[src/rtl/led_pkg.sv]
`default_nettype none
// ============================================================================
//  Module      : led_pkg
//  Description : Shared types and constants for the multi-channel LED driver.
//  Revision    : 1.0 - initial release
// ============================================================================
package led_pkg;

  // Per-channel drive mode, as set by the two mode switches of that channel.
  typedef enum logic [1:0] {
    LED_OFF   = 2'b00,
    LED_ON    = 2'b01,
    LED_BLINK = 2'b10,
    LED_PWM   = 2'b11
  } led_mode_t;

  // Depth of the switch-input synchronisers.
  localparam int SYNC_STAGES = 2;

endpackage : led_pkg
`default_nettype wire

[src/rtl/led_array_ctrl_channel.sv]
`default_nettype none
// ============================================================================
//  Module      : led_channel
//  Description : One LED channel. Decodes the synchronised mode into the next
//                LED level (off / on / shared blink phase / PWM compare) and
//                registers it. Disabled channels drive 0.
//  Revision    : 1.0 - initial release
// ============================================================================
module led_channel
  import led_pkg::*;
#(
  parameter int PWM_W = 4
) (
  input  logic             clk,
  input  logic             reset_n,
  input  logic             en,
  input  logic [1:0]       mode_s,
  input  logic [PWM_W-1:0] duty_s,
  input  logic             phase,
  input  logic [PWM_W-1:0] pwm_cnt,
  output logic             led
);

  led_mode_t mode_e;
  logic      nxt;

  assign mode_e = led_mode_t'(mode_s);

  // Select the next LED level from the channel mode.
  always_comb begin
    nxt = 1'b0;
    case (mode_e)
      LED_OFF:   nxt = 1'b0;
      LED_ON:    nxt = 1'b1;
      LED_BLINK: nxt = phase;
      // duty = max still leaves one low cycle per window; full-on is LED_ON
      LED_PWM:   nxt = (pwm_cnt < duty_s);
      default:   nxt = 1'b0;
    endcase
  end

  // Output register: forced low while the block is disabled.
  always_ff @(posedge clk or negedge reset_n) begin
    if (!reset_n) begin
      led <= 1'b0;
    end else if (!en) begin
      led <= 1'b0;
    end else begin
      led <= nxt;
    end
  end

endmodule : led_channel
`default_nettype wire

[src/rtl/led_array_ctrl.sv]
`default_nettype none
// ============================================================================
//  Module      : led_array_ctrl
//  Description : N_CH-channel LED driver. Synchronises the mode/duty switches,
//                runs one shared blink prescaler/phase and one shared PWM
//                counter, and feeds them to a registered decoder per channel.
//  Revision    : 1.0 - initial release
// ============================================================================
module led_array_ctrl
  import led_pkg::*;
#(
  parameter int N_CH        = 3,
  parameter int HALF_PERIOD = 5_000_000,
  parameter int CNT_W       = 25,
  parameter int PWM_W       = 4
) (
  input  logic                    clk,
  input  logic                    reset_n,
  input  logic                    en,
  input  logic                    restart,
  input  logic [2*N_CH-1:0]       mode,
  input  logic [PWM_W*N_CH-1:0]   duty,
  output logic [N_CH-1:0]         led
);

  localparam logic [CNT_W-1:0] PRE_LAST = CNT_W'(HALF_PERIOD - 1);

  logic [2*N_CH-1:0]     mode_sync [SYNC_STAGES];
  logic [PWM_W*N_CH-1:0] duty_sync [SYNC_STAGES];
  logic [2*N_CH-1:0]     mode_s;
  logic [PWM_W*N_CH-1:0] duty_s;

  logic [CNT_W-1:0]      pre_cnt;
  logic                  tick;
  logic                  phase;
  logic [PWM_W-1:0]      pwm_cnt;

  // Switch synchronisers; they keep running regardless of en.
  always_ff @(posedge clk or negedge reset_n) begin
    if (!reset_n) begin
      for (int s = 0; s < SYNC_STAGES; s++) begin
        mode_sync[s] <= '0;
        duty_sync[s] <= '0;
      end
    end else begin
      mode_sync[0] <= mode;
      duty_sync[0] <= duty;
      for (int s = 1; s < SYNC_STAGES; s++) begin
        mode_sync[s] <= mode_sync[s-1];
        duty_sync[s] <= duty_sync[s-1];
      end
    end
  end

  assign mode_s = mode_sync[SYNC_STAGES-1];
  assign duty_s = duty_sync[SYNC_STAGES-1];

  // End of a blink half-period.
  assign tick = (pre_cnt == PRE_LAST);

  // Shared timebase: restart beats en and a coincident tick; en=0 freezes it.
  always_ff @(posedge clk or negedge reset_n) begin
    if (!reset_n) begin
      pre_cnt <= '0;
      phase   <= 1'b0;
      pwm_cnt <= '0;
    end else if (restart) begin
      pre_cnt <= '0;
      phase   <= 1'b0;
      pwm_cnt <= '0;
    end else if (en) begin
      if (tick) begin
        pre_cnt <= '0;
        phase   <= ~phase;
      end else begin
        pre_cnt <= pre_cnt + CNT_W'(1);
      end
      pwm_cnt <= pwm_cnt + PWM_W'(1);
    end
  end

  for (genvar i = 0; i < N_CH; i++) begin : g_ch
    led_channel #(
      .PWM_W (PWM_W)
    ) u_channel (
      .clk     (clk),
      .reset_n (reset_n),
      .en      (en),
      .mode_s  (mode_s[2*i +: 2]),
      .duty_s  (duty_s[PWM_W*i +: PWM_W]),
      .phase   (phase),
      .pwm_cnt (pwm_cnt),
      .led     (led[i])
    );
  end

endmodule : led_array_ctrl
`default_nettype wire

[config.mk]
export PLATFORM = sky130hd
export DESIGN_NAME = led_array_ctrl
export DESIGN_NICKNAME = d
export VERILOG_FILES = /design/src/rtl/led_pkg.sv /design/src/rtl/led_array_ctrl_channel.sv /design/src/rtl/led_array_ctrl.sv
export SDC_FILE = /design/constraint.sdc
export NUM_CORES = 1
export LEC_CHECK = 0
export CORE_UTILIZATION = 55
export DETAILED_ROUTE_END_ITERATION = 10
export GPL_TIMING_DRIVEN = 0
export HOLD_SLACK_MARGIN = 0.12
export PLACE_DENSITY_LB_ADDON = 0.3
export RECOVER_POWER = 50
export SLEW_MARGIN = 15
export SYNTH_ARGS = -nofsm -noshare
export SYNTH_HDL_FRONTEND = slang
export SYNTH_HIERARCHICAL = 1
export SYNTH_SLANG_ARGS = --single-unit
[constraint.sdc]
create_clock -name clk -period 3.8 [get_ports clk]
set_input_delay 1.14 -clock clk [delete_from_list [all_inputs] [get_ports clk]]
set_output_delay 1.14 -clock clk [all_outputs]
set_load 0.03 [all_outputs]
==> results.yml <==
outcome:
  status: "finished, final reports clean"
floorplan:
  coreArea_sq_um: 5110
  pin_count: 25
  die_y_um: 75.0
  die-area_sq_um: 5630
  die_w_um: 75.0
  row_count: 26
  start_util_pct: 57.4
pwr:
  p_int_mw: 1.24
  power.switching_mw: 0.343
  power.share.sequential_pct: 48.8
  clkPwrFrac_pct: 45.6
  leakagePower_nw: 1.52
  switching_share_pct: 21.7
  power-per-cell-area_nw_per_um2: 452
  combPwrFrac_pct: 5.6
  ir_worst_vdd_mv: 0.360
cells_and_area:
  final_common_cell: "dfrtp_1"
  drive_gt1_share_pct: 9.49
  layout.cells.non_filler: 365
  postLayoutCellArea_sq_um: 3500
  diodes: 0
  area_growth_pct: 19.5
  final_cell_mix: "dfrtp_1, clkdlybuf4s50_1, inv_1, a21oi_1, nand2_1"
  layout.nets: 323
timing:
  max-slew-margin-rel_pct: 23.3
  worst_slew_pin_slew_ps: 1150
  slew_violations: 0
  clock_skew_ps: 7.97
  setup_viol: 0
  holdWs_ps: 349
  finalHoldViolCount: 0
  fmax_mhz: 324
  grt_setup_unrepaired: "no"
  period_share_pct: 81.2
  setup_ws_ps: 715
  finalCriticalPeriod_ps: 3090
cts:
  htreeDepth: 3
  clkSinkCount: 69
  post_cts_buffers: 0
  cts_tree: "done"
  cts.clk_slew.worst_paths_ps: 70
  hold_buffers: 0
  cts_made_buffers: 9
  root_buffer: "clkbuf_8"
  clock_latency_ps: 350
  clk_path_buf_depth: 2
  cts_resized: 0
hold_path:
  min_delay_path_depth: 0
  min_path_type: "reg2reg"
  worstHoldEndpoint: "duty_s[3]"
  worstHoldStart: "duty_sync[15]"
logic_synthesis:
  ys_top_cells_by_area: "dfrtp_1, ha_1, nand4_1"
  syn-cell-area_sq_um: 2930
  synth_top_cell_by_area: "dfrtp_1"
  ys_seq_area_share_pct: 58.9
  synth-edff-count: 0
  synth_ff_type: "dfrtp_1"
  yosysWarnings: 6
  synth_cell_types: 45
  postSynth.asyncResetShare_pct: 100
  synth-seq-cells: 69
  syn_avg_cell_area_sq_um: 11.5
  syn_inst: 254
  synth.top_cell.area_share_pct: 58.9
  syn-num-nets: 287
critical_path:
  r2r_setup_slack_ps: 1230
  crit_start: "en"
  path_class: "in2reg"
  critPathRequiredTime_ps: 4070
  crit_fanout: 11
  timing.rr.end: "pre_cnt[21]"
  rr_worst_depth: 6
  worstSetupStartpointType: "input port"
  cp-end-kind: "register"
  arrival_ps: 3360
  reg2reg_from: "pre_cnt[13]"
route:
  dr_total_vias: 2092
  postRouteAntennaNets: 0
  via_per_inst: 5.73
  route.detailed.drc: 0
  wl_per_cell_um: 15.0
  wl_um: 5470
  firstDrtPassIters: 4
  drt_iter0_drc: 140
global_routing:
  grt_start_max_net_pins: 50
  grt_antenna_before_repair: 0
  grt_busiest_layer: "met2"
  grt_pass1_vias: 1849
  grtUsageMet2_pct: 31.8
  grt_use_total_pct: 22.2
  grt-ovfl-total: 0
  grt_util_met1_pct: 30.3
  use_met3_pct: 6.56
  grt_pass1_wl_um: 8890
placement:
  hpwl_um: 3660
  placed_cells: 349
  dpl_cell_area_sq_um: 3290
  routabilityCongestion: 0.802
  dp_slack_ps: 352
  portBuffers: 24
run:
  max_cap_violations: 0
[cell type report]
| cell class | count | area (sq um) |
|---|---|---|
| Tap cell | 70 | 87.6 |
| Timing Repair Buffer | 25 | 239 |
| Inverter | 16 | 60.1 |
| Buffer | 9 | 50.0 |
| Fill cell | 395 | 1600 |
| Clock inverter | 7 | 120 |
| Clock buffer | 9 | 124 |
| Sequential cell | 69 | 1730 |
| Multi-Input combinational cell | 160 | 1100 |
[registers in the layout, summed over array words and instances (netlist names)]
| register | cells |
|---|---|
| pre_cnt | 25 |
| duty_s | 12 |
| duty_sync | 12 |
| mode_s | 6 |
| mode_sync | 6 |
| pwm_cnt | 4 |
| g_ch.u_channel/led | 3 |
| phase | 1 |
[metrics by stage]
step / total power [mW] / setup TNS [ps] / utilization, %
final: 1.58 / 0 / 68.6
after global routing: 1.64 / 0 / 68.6
after CTS: 1.61 / 0 / 69.1
after detailed placement: 0.880 / 0 / 64.3
after global placement: 0.873 / -38610 / 63.8
after floorplan: 0.821 / 0 / -
[power groups by stage]
stage | clock network, mW | registers, mW | logic [mW]
after floorplan | 0 | 0.788 | 0.0330
after global placement | 0 | 0.786 | 0.0868
after detailed placement | 0 | 0.787 | 0.0931
after CTS | 0.739 | 0.773 | 0.0938
after global routing | 0.765 | 0.775 | 0.0999
final | 0.721 | 0.773 | 0.0890
[Yosys cell counts (4+ instances only)]
library cell and instances:
xor2_1 10, nand4_1 14, dfrtp_1 69, ha_1 11
nand3_1 8, o31ai_1 7, or3_1 5, o21ai_0 10
or4_1 8, a21oi_1 16, clkbuf_1 4, and3_1 4
inv_1 16, nand2_1 15, nor2_1 14
[worst max-delay path, stage by stage]
cell and delay [ps]:
clkdlybuf4s50_1 750, o2111a_1 270, nand3_1 130, clkbuf_1 240, or4b_2 660, a21oi_1 160
[worst max-delay path by stage]
| stage | endpoint | slack (ps) | depth (start not counted) |
|---|---|---|---|
| floorplan | pre_cnt[23] | 1340 | 5 |
| global placement | mode_sync[9] | -560 | 1 |
| detailed placement | pre_cnt[23] | 350 | 6 |
| CTS | pre_cnt[23] | 730 | 6 |
| global route | pre_cnt[23] | 610 | 6 |
| finish | pre_cnt[23] | 710 | 6 |
[logic make-up after synthesis]
| logic type | Yosys count | synth area share, % |
|---|---|---|
| AOI/OAI and AO/OA | 53 | 12.5 |
| DFF | 69 | 58.9 |
| muxes | 1 | 0.341 |
| buffers and inverters | 25 | 3.75 |
| xor gates and xnor gates | 11 | 3.28 |
| adders and majority gates | 11 | 4.69 |
| and+or+nand+nor | 84 | 16.6 |
[routing by layer]
| layer | share of wire (%) | vias up |
|---|---|---|
| met2 | 46 | 65 |
| met4 | 2.3 | 0 |
| met3 | 5.8 | 13 |
| met1 | 45 | 1009 |
| met5 | 0 | - |
| li1 | - | 1005 |
(Power assumes the default switching activity.)
